<file path="config.mk">
export PLATFORM = sky130hd
export DESIGN_NAME = ex_stage_flat
export DESIGN_NICKNAME = d
export VERILOG_FILES = /design/src/rtl/ex_stage_if.sv /design/src/rtl/ex_stage.sv /design/src/flat_wrapper.sv
export SDC_FILE = /design/constraint.sdc
export NUM_CORES = 1
export LEC_CHECK = 0
export ABC_AREA = 0
export ABC_CLOCK_PERIOD_IN_PS = 16600
export BUFFER_PORTS_ARGS = -buffer_cell sky130_fd_sc_hd__buf_2
export CORE_MARGIN = 2
export CORE_UTILIZATION = 55
export CTS_BUF_LIST = sky130_fd_sc_hd__clkbuf_2 sky130_fd_sc_hd__clkbuf_4 sky130_fd_sc_hd__clkbuf_8
export DETAILED_ROUTE_END_ITERATION = 7
export GPL_TIMING_DRIVEN = 0
export PLACE_DENSITY_LB_ADDON = 0.25
export SLEW_MARGIN = 40
export SYNTH_ARGS = -nofsm -noshare
export SYNTH_HDL_FRONTEND = slang
export SYNTH_SLANG_ARGS = --single-unit
</file>
<file path="constraint.sdc">
create_clock -name clk -period 16.6 [get_ports clk]
set_input_delay 3.32 -clock clk [delete_from_list [all_inputs] [get_ports clk]]
set_output_delay 3.32 -clock clk [all_outputs]
set_load 0.01 [all_outputs]
</file>
<file path="src/rtl/ex_stage_if.sv">
// -----------------------------------------------------------------------------
// ex_stage_if
//   Bundles the ID/EX-side inputs and EX/MEM-side outputs of the MIPS execute
//   stage so the stage can be wired with a single port.
//
//   Signals
//     ctrl_in    [4:0]        ID/EX control: [3]=MemRead, [2]=MemWrite, [1:0]=WB
//     alu_op     [3:0]        ALU operation select
//     alu_src                 1: B operand = imm, 0: B operand = read2
//     reg_dst                 1: destination = rd, 0: destination = rt
//     read1      [WIDTH-1:0]  rs value (operand A)
//     read2      [WIDTH-1:0]  rt value (B candidate, store data)
//     imm        [WIDTH-1:0]  sign-extended immediate
//     rt, rd     [4:0]        destination register candidates
//     ctrl_out   [4:0]        EX/MEM control bits
//     alu_result [WIDTH-1:0]  EX/MEM ALU result
//     read2_out  [WIDTH-1:0]  EX/MEM store data
//     write_reg  [4:0]        EX/MEM destination register
//     stall                   1 = upstream must hold PC, IF/ID and ID/EX
//
//   Modports
//     master : the upstream side that drives the ID/EX inputs
//     slave  : the execute stage itself
// -----------------------------------------------------------------------------
interface ex_stage_if #(
   parameter int WIDTH = 32
);
   logic [4:0]       ctrl_in;
   logic [3:0]       alu_op;
   logic             alu_src;
   logic             reg_dst;
   logic [WIDTH-1:0] read1;
   logic [WIDTH-1:0] read2;
   logic [WIDTH-1:0] imm;
   logic [4:0]       rt;
   logic [4:0]       rd;
   logic [4:0]       ctrl_out;
   logic [WIDTH-1:0] alu_result;
   logic [WIDTH-1:0] read2_out;
   logic [4:0]       write_reg;
   logic             stall;

   modport master (
      output ctrl_in, alu_op, alu_src, reg_dst, read1, read2, imm, rt, rd,
      input  ctrl_out, alu_result, read2_out, write_reg, stall
   );

   modport slave (
      input  ctrl_in, alu_op, alu_src, reg_dst, read1, read2, imm, rt, rd,
      output ctrl_out, alu_result, read2_out, write_reg, stall
   );
endinterface

</file>
<file path="src/rtl/ex_stage.sv">
// -----------------------------------------------------------------------------
// ex_stage
//   Execute stage of the 5-stage MIPS pipeline. Selects the ALU B operand and
//   the destination register, computes the ALU result, keeps the HI/LO pair
//   written by MULTU and read by MFHI/MFLO, and registers everything into the
//   EX/MEM pipeline register. MULTU runs as an iterative shift-add multiplier
//   retiring MUL_STEP multiplier bits per cycle and stalls upstream meanwhile.
//
//   Parameters
//     WIDTH     datapath width
//     MUL_STEP  multiplier bits retired per iteration (must divide WIDTH)
//
//   Ports
//     clk    rising-edge clock
//     reset  asynchronous, active-high; clears outputs, HI/LO and the FSM
//     bus    ex_stage_if.slave (ID/EX inputs, EX/MEM outputs, stall)
//
//   MULTU timing: IDLE (stall) -> N x BUSY (stall) -> DONE (no stall), so the
//   instruction occupies EX for N+2 cycles with stall high for N+1 of them.
//   EX/MEM receives bubbles while stalled and the MULTU itself on DONE.
// -----------------------------------------------------------------------------
module ex_stage #(
   parameter int WIDTH    = 32,
   parameter int MUL_STEP = 1
) (
   input logic       clk,
   input logic       reset,
   ex_stage_if.slave bus
);
   localparam int N     = WIDTH / MUL_STEP;
   localparam int CNT_W = $clog2(N + 1);

   localparam logic [3:0] OP_AND   = 4'b0000;
   localparam logic [3:0] OP_OR    = 4'b0001;
   localparam logic [3:0] OP_ADD   = 4'b0010;
   localparam logic [3:0] OP_SUB   = 4'b0110;
   localparam logic [3:0] OP_SLT   = 4'b0111;
   localparam logic [3:0] OP_NOR   = 4'b1100;
   localparam logic [3:0] OP_MULTU = 4'b1000;
   localparam logic [3:0] OP_MFHI  = 4'b1010;
   localparam logic [3:0] OP_MFLO  = 4'b1011;

   typedef enum logic [1:0] {
      IDLE = 2'd0,
      BUSY = 2'd1,
      DONE = 2'd2
   } mulState_t;

   mulState_t        mulState;
   mulState_t        mulStateNext;
   logic [CNT_W-1:0] mulCnt;
   logic [WIDTH-1:0] mulCand;
   // Upper half accumulates partial products, lower half holds the
   // not-yet-consumed multiplier bits; both shift right together.
   logic [2*WIDTH-1:0] mulAcc;
   logic [WIDTH-1:0]   hiReg;
   logic [WIDTH-1:0]   loReg;

   logic stallRaw;
   logic startMul;
   logic stepMul;
   logic finishMul;
   logic loadBubble;

   logic [WIDTH-1:0] opB;
   logic [WIDTH-1:0] aluOut;
   logic [4:0]       destReg;

   logic [4:0]       ctrl_p0;
   logic [WIDTH-1:0] result_p0;
   logic [WIDTH-1:0] storeData_p0;
   logic [4:0]       dest_p0;

   // Single-cycle ALU; MULTU and unassigned encodings yield 0.
   function automatic logic [WIDTH-1:0] aluCompute(
      input logic [3:0]       op,
      input logic [WIDTH-1:0] a,
      input logic [WIDTH-1:0] b,
      input logic [WIDTH-1:0] hi,
      input logic [WIDTH-1:0] lo
   );
      logic signed [WIDTH-1:0] sa;
      logic signed [WIDTH-1:0] sb;
      logic [WIDTH-1:0]        res;
      sa  = a;
      sb  = b;
      res = '0;
      case (op)
         OP_AND:  res = a & b;
         OP_OR:   res = a | b;
         OP_ADD:  res = a + b;
         OP_SUB:  res = a - b;
         OP_SLT:  res = {{(WIDTH-1){1'b0}}, (sa < sb)};
         OP_NOR:  res = ~(a | b);
         OP_MFHI: res = hi;
         OP_MFLO: res = lo;
         default: res = '0;
      endcase
      return res;
   endfunction

   // One shift-add iteration: add cand * (low MUL_STEP multiplier bits) into
   // the upper half, then shift the whole accumulator right by MUL_STEP.
   // The sum is bounded by (2^WIDTH-1)*2^MUL_STEP, so WIDTH+MUL_STEP bits hold it.
   function automatic logic [2*WIDTH-1:0] mulIterate(
      input logic [2*WIDTH-1:0] acc,
      input logic [WIDTH-1:0]   cand
   );
      logic [WIDTH+MUL_STEP-1:0] partial;
      logic [WIDTH+MUL_STEP-1:0] upper;
      partial = '0;
      for (int i = 0; i < MUL_STEP; i++) begin
         if (acc[i]) begin
            partial = partial + ({{MUL_STEP{1'b0}}, cand} << i);
         end
      end
      upper = partial + {{MUL_STEP{1'b0}}, acc[2*WIDTH-1:WIDTH]};
      return {upper, acc[WIDTH-1:MUL_STEP]};
   endfunction

   always_comb begin
      opB     = bus.alu_src ? bus.imm : bus.read2;
      destReg = bus.reg_dst ? bus.rd : bus.rt;
      aluOut  = aluCompute(bus.alu_op, bus.read1, opB, hiReg, loReg);
   end

   always_ff @(posedge clk or posedge reset) begin
      if (reset) begin
         mulState <= IDLE;
      end else begin
         mulState <= mulStateNext;
      end
   end

   always_comb begin
      mulStateNext = mulState;
      stallRaw     = 1'b0;
      startMul     = 1'b0;
      stepMul      = 1'b0;
      finishMul    = 1'b0;
      loadBubble   = 1'b0;
      case (mulState)
         IDLE: begin
            if (bus.alu_op == OP_MULTU) begin
               stallRaw     = 1'b1;
               startMul     = 1'b1;
               loadBubble   = 1'b1;
               mulStateNext = BUSY;
            end
         end
         BUSY: begin
            stallRaw   = 1'b1;
            stepMul    = 1'b1;
            loadBubble = 1'b1;
            if (mulCnt == CNT_W'(1)) begin
               mulStateNext = DONE;
            end
         end
         DONE: begin
            finishMul    = 1'b1;
            mulStateNext = IDLE;
         end
         default: mulStateNext = IDLE;
      endcase
   end

   // Operands are captured once on entry, so input changes during the stall
   // (an upstream protocol violation) cannot disturb the running product.
   always_ff @(posedge clk or posedge reset) begin
      if (reset) begin
         mulCnt  <= '0;
         mulCand <= '0;
         mulAcc  <= '0;
      end else if (startMul) begin
         mulCnt  <= CNT_W'(N);
         mulCand <= bus.read1;
         mulAcc  <= {{WIDTH{1'b0}}, bus.read2};
      end else if (stepMul) begin
         mulCnt  <= mulCnt - CNT_W'(1);
         mulAcc  <= mulIterate(mulAcc, mulCand);
      end
   end

   // HI/LO are written on the DONE edge so an MFHI/MFLO right behind the
   // MULTU already reads the new product.
   always_ff @(posedge clk or posedge reset) begin
      if (reset) begin
         hiReg <= '0;
         loReg <= '0;
      end else if (finishMul) begin
         hiReg <= mulAcc[2*WIDTH-1:WIDTH];
         loReg <= mulAcc[WIDTH-1:0];
      end
   end

   // ---- EX -> EX/MEM pipeline register boundary ----
   always_ff @(posedge clk or posedge reset) begin
      if (reset) begin
         ctrl_p0      <= '0;
         result_p0    <= '0;
         storeData_p0 <= '0;
         dest_p0      <= '0;
      end else if (loadBubble) begin
         ctrl_p0      <= '0;
         result_p0    <= '0;
         storeData_p0 <= '0;
         dest_p0      <= '0;
      end else begin
         ctrl_p0      <= bus.ctrl_in;
         result_p0    <= aluOut;
         storeData_p0 <= bus.read2;
         dest_p0      <= destReg;
      end
   end

   assign bus.ctrl_out   = ctrl_p0;
   assign bus.alu_result = result_p0;
   assign bus.read2_out  = storeData_p0;
   assign bus.write_reg  = dest_p0;
   // Reset forces the FSM to IDLE at once; gating here also keeps a MULTU
   // still sitting on alu_op from re-raising stall while reset is held.
   assign bus.stall      = stallRaw & ~reset;
endmodule

</file>
<file path="src/flat_wrapper.sv">
// flat-port wrapper written by rule: the top's interface ports become plain ports
module ex_stage_flat 
#(
   parameter int WIDTH    = 32,
   parameter int MUL_STEP = 1
)
  (clk, reset, bus_ctrl_in, bus_alu_op, bus_alu_src, bus_reg_dst, bus_read1, bus_read2, bus_imm, bus_rt, bus_rd, bus_ctrl_out, bus_alu_result, bus_read2_out, bus_write_reg, bus_stall);
  ex_stage_if #(.WIDTH(WIDTH)) bus_i ();
  input logic clk;
  input logic reset;
  input wire logic [$bits(bus_i.ctrl_in)-1:0] bus_ctrl_in;
  input wire logic [$bits(bus_i.alu_op)-1:0] bus_alu_op;
  input wire logic [$bits(bus_i.alu_src)-1:0] bus_alu_src;
  input wire logic [$bits(bus_i.reg_dst)-1:0] bus_reg_dst;
  input wire logic [$bits(bus_i.read1)-1:0] bus_read1;
  input wire logic [$bits(bus_i.read2)-1:0] bus_read2;
  input wire logic [$bits(bus_i.imm)-1:0] bus_imm;
  input wire logic [$bits(bus_i.rt)-1:0] bus_rt;
  input wire logic [$bits(bus_i.rd)-1:0] bus_rd;
  output wire logic [$bits(bus_i.ctrl_out)-1:0] bus_ctrl_out;
  output wire logic [$bits(bus_i.alu_result)-1:0] bus_alu_result;
  output wire logic [$bits(bus_i.read2_out)-1:0] bus_read2_out;
  output wire logic [$bits(bus_i.write_reg)-1:0] bus_write_reg;
  output wire logic [$bits(bus_i.stall)-1:0] bus_stall;
  assign bus_i.ctrl_in = bus_ctrl_in;
  assign bus_i.alu_op = bus_alu_op;
  assign bus_i.alu_src = bus_alu_src;
  assign bus_i.reg_dst = bus_reg_dst;
  assign bus_i.read1 = bus_read1;
  assign bus_i.read2 = bus_read2;
  assign bus_i.imm = bus_imm;
  assign bus_i.rt = bus_rt;
  assign bus_i.rd = bus_rd;
  assign bus_ctrl_out = bus_i.ctrl_out;
  assign bus_alu_result = bus_i.alu_result;
  assign bus_read2_out = bus_i.read2_out;
  assign bus_write_reg = bus_i.write_reg;
  assign bus_stall = bus_i.stall;
  ex_stage #(.WIDTH(WIDTH), .MUL_STEP(MUL_STEP)) u_core (.clk(clk), .reset(reset), .bus(bus_i));
endmodule
</file>
* Yosys cells after proc, flatten, opt, wreduce, memory -nomap -nowiden *
Index checks and enable logic that the tools add are counted.

operators by class
  $add $sub $neg = 4
  magnitude comparators = 1
  equal/unequal tests = 13
  muxes and demuxes = 22
  bitwise gates (word level) = 5
  reductions and logical operators = 4

operators with widths
  cell                                                                      count
  32-bit case mux with 8 select lines                                       1
  32-bit 2-to-1 mux                                                         4
  64-bit 2-to-1 mux                                                         2
  33-bit 2-to-1 mux                                                         2
  33-bit by 32-bit adder with 33-bit output                                 1
  32-bit adder                                                              1
  32-bit AND                                                                1
  32-bit less-than comparator                                               1
  32-bit inverter                                                           1
  32-bit bitwise OR                                                         1
  32-bit subtractor                                                         1
  4-bit equality test (second input constant)                               4
  5-bit 2-to-1 mux                                                          3
  6-bit 2-to-1 mux                                                          2
  4-bit by 3-bit equality test with 1-bit output (second input constant)    2
  6-bit by 1-bit equality test with 1-bit output (second input constant)    1
  6-bit by 1-bit subtractor with 6-bit output (second input constant)       1
  4-bit by 1-bit equality test with 1-bit output (second input constant)    1
  4-bit by 2-bit equality test with 1-bit output (second input constant)    1
  4-bit logical NOT                                                         1
  1-bit 2-to-1 mux                                                          4
  2-bit 2-to-1 mux                                                          2
  2-bit by 1-bit inequality test with 1-bit output (second input constant)  2
  2-bit case mux with 2 select lines                                        1
  8 further kinds                                                           8

word-level totals
  flip-flop bits (word level) = 242
  input bits = 119
  logic and storage cells = 59

* Depth between registers and ports, before layout *
  depth after elaboration = 7
  depth in mapped cells = 17
  gate-level depth less buffers = 15

* Least setup slack after synthesis *
No wires, ideal clock.

  kind = input port to output port
  from = in bus_alu_op[3]
  to = out bus_stall
  data arrival time = 4791 ps
  required time = 13280 ps
  setup slack = 8489 ps
  cell stages on the path = 8
  path through = clkbuf_1 > nand2_1 > nor3_1 > and2_1 > clkbuf_1 > nor2_1 > clkbuf_1 > nor2_1

between the ends
  longest elaborated chain between the ends = 4

RTL lines
  element                             line                RTL
  from (decl)                         flat_wrapper.sv:12  input wire logic [$bits(bus_i.alu_op)-1:0] bus_alu_op;
  4-bit equality test                 ex_stage.sv:144     if (bus.alu_op == OP_MULTU) begin
  1-bit 2-to-1 mux                    ex_stage.sv:144
  1-bit case mux with 2 select lines  ex_stage.sv:142     case (mulState)
  1-bit AND                           ex_stage.sv:222     assign bus.stall = stallRaw & ~reset;
  to (decl)                           flat_wrapper.sv:24  output wire logic [$bits(bus_i.stall)-1:0] bus_stall;

No other way between the ends.

* Worst setup path in the final report *
Same ends and word-level chain as after synthesis.

==> flow_metrics.py <==
metrics = {
    "sta": {
        "rsz0062_at_grt": "no",
        "max_clock_freq_mhz": 108,
        "hold_violations": 0,
        "period_share_pct": 55.8,
        "tightestPinTransition_ns": 0.915,
        "fin_skew_ns": 0.0367,
        "final.min_clock_period_ns": 9.26,
        "report.final.slew_viol_count": 0,
        "worst_slack_ns": 7.34,
        "setup_viol": 0,
        "maxSlewHeadroom_pct": 39.0,
        "finalSetupTns_ns": 0,
    },
    "grt": {
        "grtUsageTotal_pct": 36.7,
        "grt_pass1_wl_um": 84200,
        "grt_pass1_vias": 14364,
        "antenna_found_initial": 5,
        "grt-ovfl-total": 0,
        "grt_max_degree": 76,
    },
    "placement": {
        "dp_slack_ns": 7.26,
        "dpl.hpwl_um": 42800,
        "io_buffers": 191,
        "place.gp.congestion": 0.976,
        "place_inst": 2309,
    },
    "drt": {
        "vias": 14531,
        "drt-initial-drc-count": 1736,
        "ant_nets": 0,
        "first_pass_iters": 6,
        "totalWireLength_um": 55800,
        "via_per_inst": 6.09,
        "drc": 0,
        "wire_per_inst_um": 23.4,
    },
    "cts": {
        "clock-sinks": 242,
        "post_cts_resized": 0,
        "clk_latency_ns": 0.59,
        "cts.clk_slew.worst_paths_ns": 0.05,
        "cts_setup_buffers": 0,
        "cts_buffer_depth": 3,
        "cts_root_buf": "clkbuf_8",
        "cts_tree": "yes",
        "cts-buffers-inserted": 41,
        "hold_buffers": 0,
        "cts_max_level": 2,
    },
    "critical_path": {
        "cp-startpoint": "bus_alu_op[3]",
        "slowest_delay_ns": 0.62,
        "cpLargestDelayFamily": "buffers and inverters",
        "required_ns": 13.28,
        "crit_fanout": 10,
        "cp_num_cells": 10,
        "rr_startpoint": "u_core.mulAcc[0]",
        "critical_path.cell_chain": "buf_2 -> clkbuf_1 -> nand2_1 -> nor3_1 -> and2_1 -> clkbuf_1 -> nor2_4 -> clkbuf_1 -> nor2_1 -> buf_2",
        "criticalPathCategory": "input pin to output port",
        "worst-path-buf-inv": 5,
        "crit_path_end": "bus_stall",
        "cp-start-kind": "input pin",
        "reg2reg_to": "u_core.mulAcc[63]",
        "cp_common_cell": "clkbuf_1",
        "worst_setup_path_end_kind": "output port",
        "reg2reg_depth": 13,
        "crit_arrival_ns": 5.94,
        "r2r_setup_slack_ns": 12.76,
        "cpMaxStageDelayCell": "clkbuf_1",
    },
    "floorplan": {
        "fp.dieW_um": 174,
        "core_area_sq_um": 28500,
        "ios": 194,
        "dieArea_sq_um": 30200,
        "fp.dieH_um": 174,
        "rows": 62,
        "start_util_pct": 55.6,
    },
    "logic_synthesis": {
        "syn-instance-count": 1730,
        "synth-edff-count": 0,
        "yosysUniqueCellTypes": 78,
        "synth_top_area_cell": "dfrtp_1",
        "ys_top_cells_by_count": "242 x dfrtp_1, 207 x nand2_1, 142 x ha_1, 126 x o21ai_0, 115 x inv_1",
        "yosysSeqAreaShare_pct": 38.2,
        "yosysMostFrequentCell": "dfrtp_1",
        "syn-cell-area_sq_um": 15900,
        "synth.area.top_cells": "dfrtp_1 38%, ha_1 11%, nand2_1 4.9%, mux2_2 4.5%, o21ai_0 4.0%",
        "synth_top_area_share_pct": 38.2,
        "synth.net_count": 1994,
        "synth_seq_cells": 242,
        "synth_warnings": 0,
        "avgSynthCellArea_sq_um": 9.17,
        "synthArstFlopShare_pct": 100,
        "ys.flop_type": "dfrtp_1",
    },
    "power_and_ir_drop": {
        "p_per_area_nw_per_um2": 121,
        "power_mw": 2.21,
        "p_leak_nw": 9.43,
        "peakVddDrop_mv": 0.102,
    },
    "cells_and_area": {
        "register_area_sq_um": 6060,
        "largest_reg_flops": 64,
        "fill_cells": 2496,
        "multiInputGateArea_sq_um": 9050,
        "utilization_pct": 64.3,
        "stdcell_count": 2386,
        "final_nets": 2233,
        "top_register": "u_core.mulAcc",
        "drive_above_1_share_pct": 18.8,
        "syn_to_final_growth_pct": 15.7,
    },
    "min_path": {
        "holdCritPathClass": "register to register",
    },
    "flow_run": {
        "drv_cap": 0,
    },
    "status": {
        "status": "completed",
    },
}
-- stage by stage --
step	hold slack, ns	cell area, sq um
3_3_place_gp	0.455	17300
3_5_place_dp	0.463	17400
4_1_cts	0.476	18300
6_report	0.472	18300
2_1_floorplan	0.442	15900
5_1_grt	0.487	18300
-- layer usage --
layer / GRT usage (%) / wire length (um) / up-vias
met5: 0 / 16 / -
met4: 14.2 / 2110 / 2
met3: 10.3 / 5740 / 133
met2: 57.0 / 25000 / 718
met1: 49.0 / 22900 / 7035
li1: - / - / 6643
-- report_power, final --
| part | leakage, nW | total, mW | switching [mW] | internal [mW] |
|---|---|---|---|---|
| Sequential | 3.25 | 0.844 | 0.103 | 0.741 |
| Combinational | 5.70 | 0.783 | 0.498 | 0.285 |
| Clock | 0.478 | 0.587 | 0.257 | 0.330 |
-- logic make-up (layout without fill, tap and decap cells) --
family	after synthesis	count (layout)	share of synthesized area, %
buffers and inverters	208	477	4.96
flip-flops	242	242	38.2
adder cells (fa/ha/maj)	145	145	11.6
XOR/XNOR	69	69	3.81
other	0	3	0
multiplexers	107	107	7.25
AO/OA/AOI/OAI	464	464	19.5
AND/OR/NAND/NOR	495	495	14.8
-- layout make-up --
class	instances	share of cell area (%)
inverter	118	2.46
clock inverter	11	0.628
buffer	90	1.96
tap	384	2.62
multi-input combinational	1280	49.3
timing repair buffer	196	5.74
clock buffer	62	4.21
antenna	3	0.0409
sequential	242	33.0
-- cell usage in the layout, fill, tap and decap left out, types with 10 or more instances in the layout --
master    netlist  final
and2_1         35     35
clkbuf_8        0     49
nor3_1         21     19
inv_1         115    114
o21bai_1       15     15
o21ai_0       126    126
mux2_2         63     63
o211ai_1       11     11
ha_1          142    142
a221o_1        10     10
xor2_1         23     23
dfrtp_1       242    242
a221oi_1       17     17
clkbuf_4        0     13
and3_1         46     46
buf_2           2    195
nand2b_1       14     14
a22oi_1        36     36
clkbuf_2        0     10
nor4_1         14     14
nand2_1       207    207
a222oi_1       22     22
nand3_1        28     28
a21o_1         27     27
mux2i_1        44     44
a31oi_1        16     16
a21oi_1       105    105
o31ai_1        10     10
nor2_1         92     91
clkbuf_1       80     71
xnor2_1        46     46
-- worst min path at each step --
stage / from / endpoint / cells after the start
2_1_floorplan: u_core.mulCand[0] / u_core.mulCand[0] / 2
3_3_place_gp: u_core.mulCand[13] / u_core.mulCand[13] / 2
3_5_place_dp: u_core.mulCand[30] / u_core.mulCand[30] / 2
6_report: u_core.mulCand[10] / u_core.mulCand[10] / 2
5_1_grt: u_core.mulCand[30] / u_core.mulCand[30] / 2
4_1_cts: u_core.mulCand[10] / u_core.mulCand[10] / 2
-- tightest hold or removal path: cells and delay by family, from the launching register on --
kind	cells	cell delay, ns
compound gates	1	0.06
simple gates	1	0.05
flops	1	0.33
(Power assumes the default switching activity.)
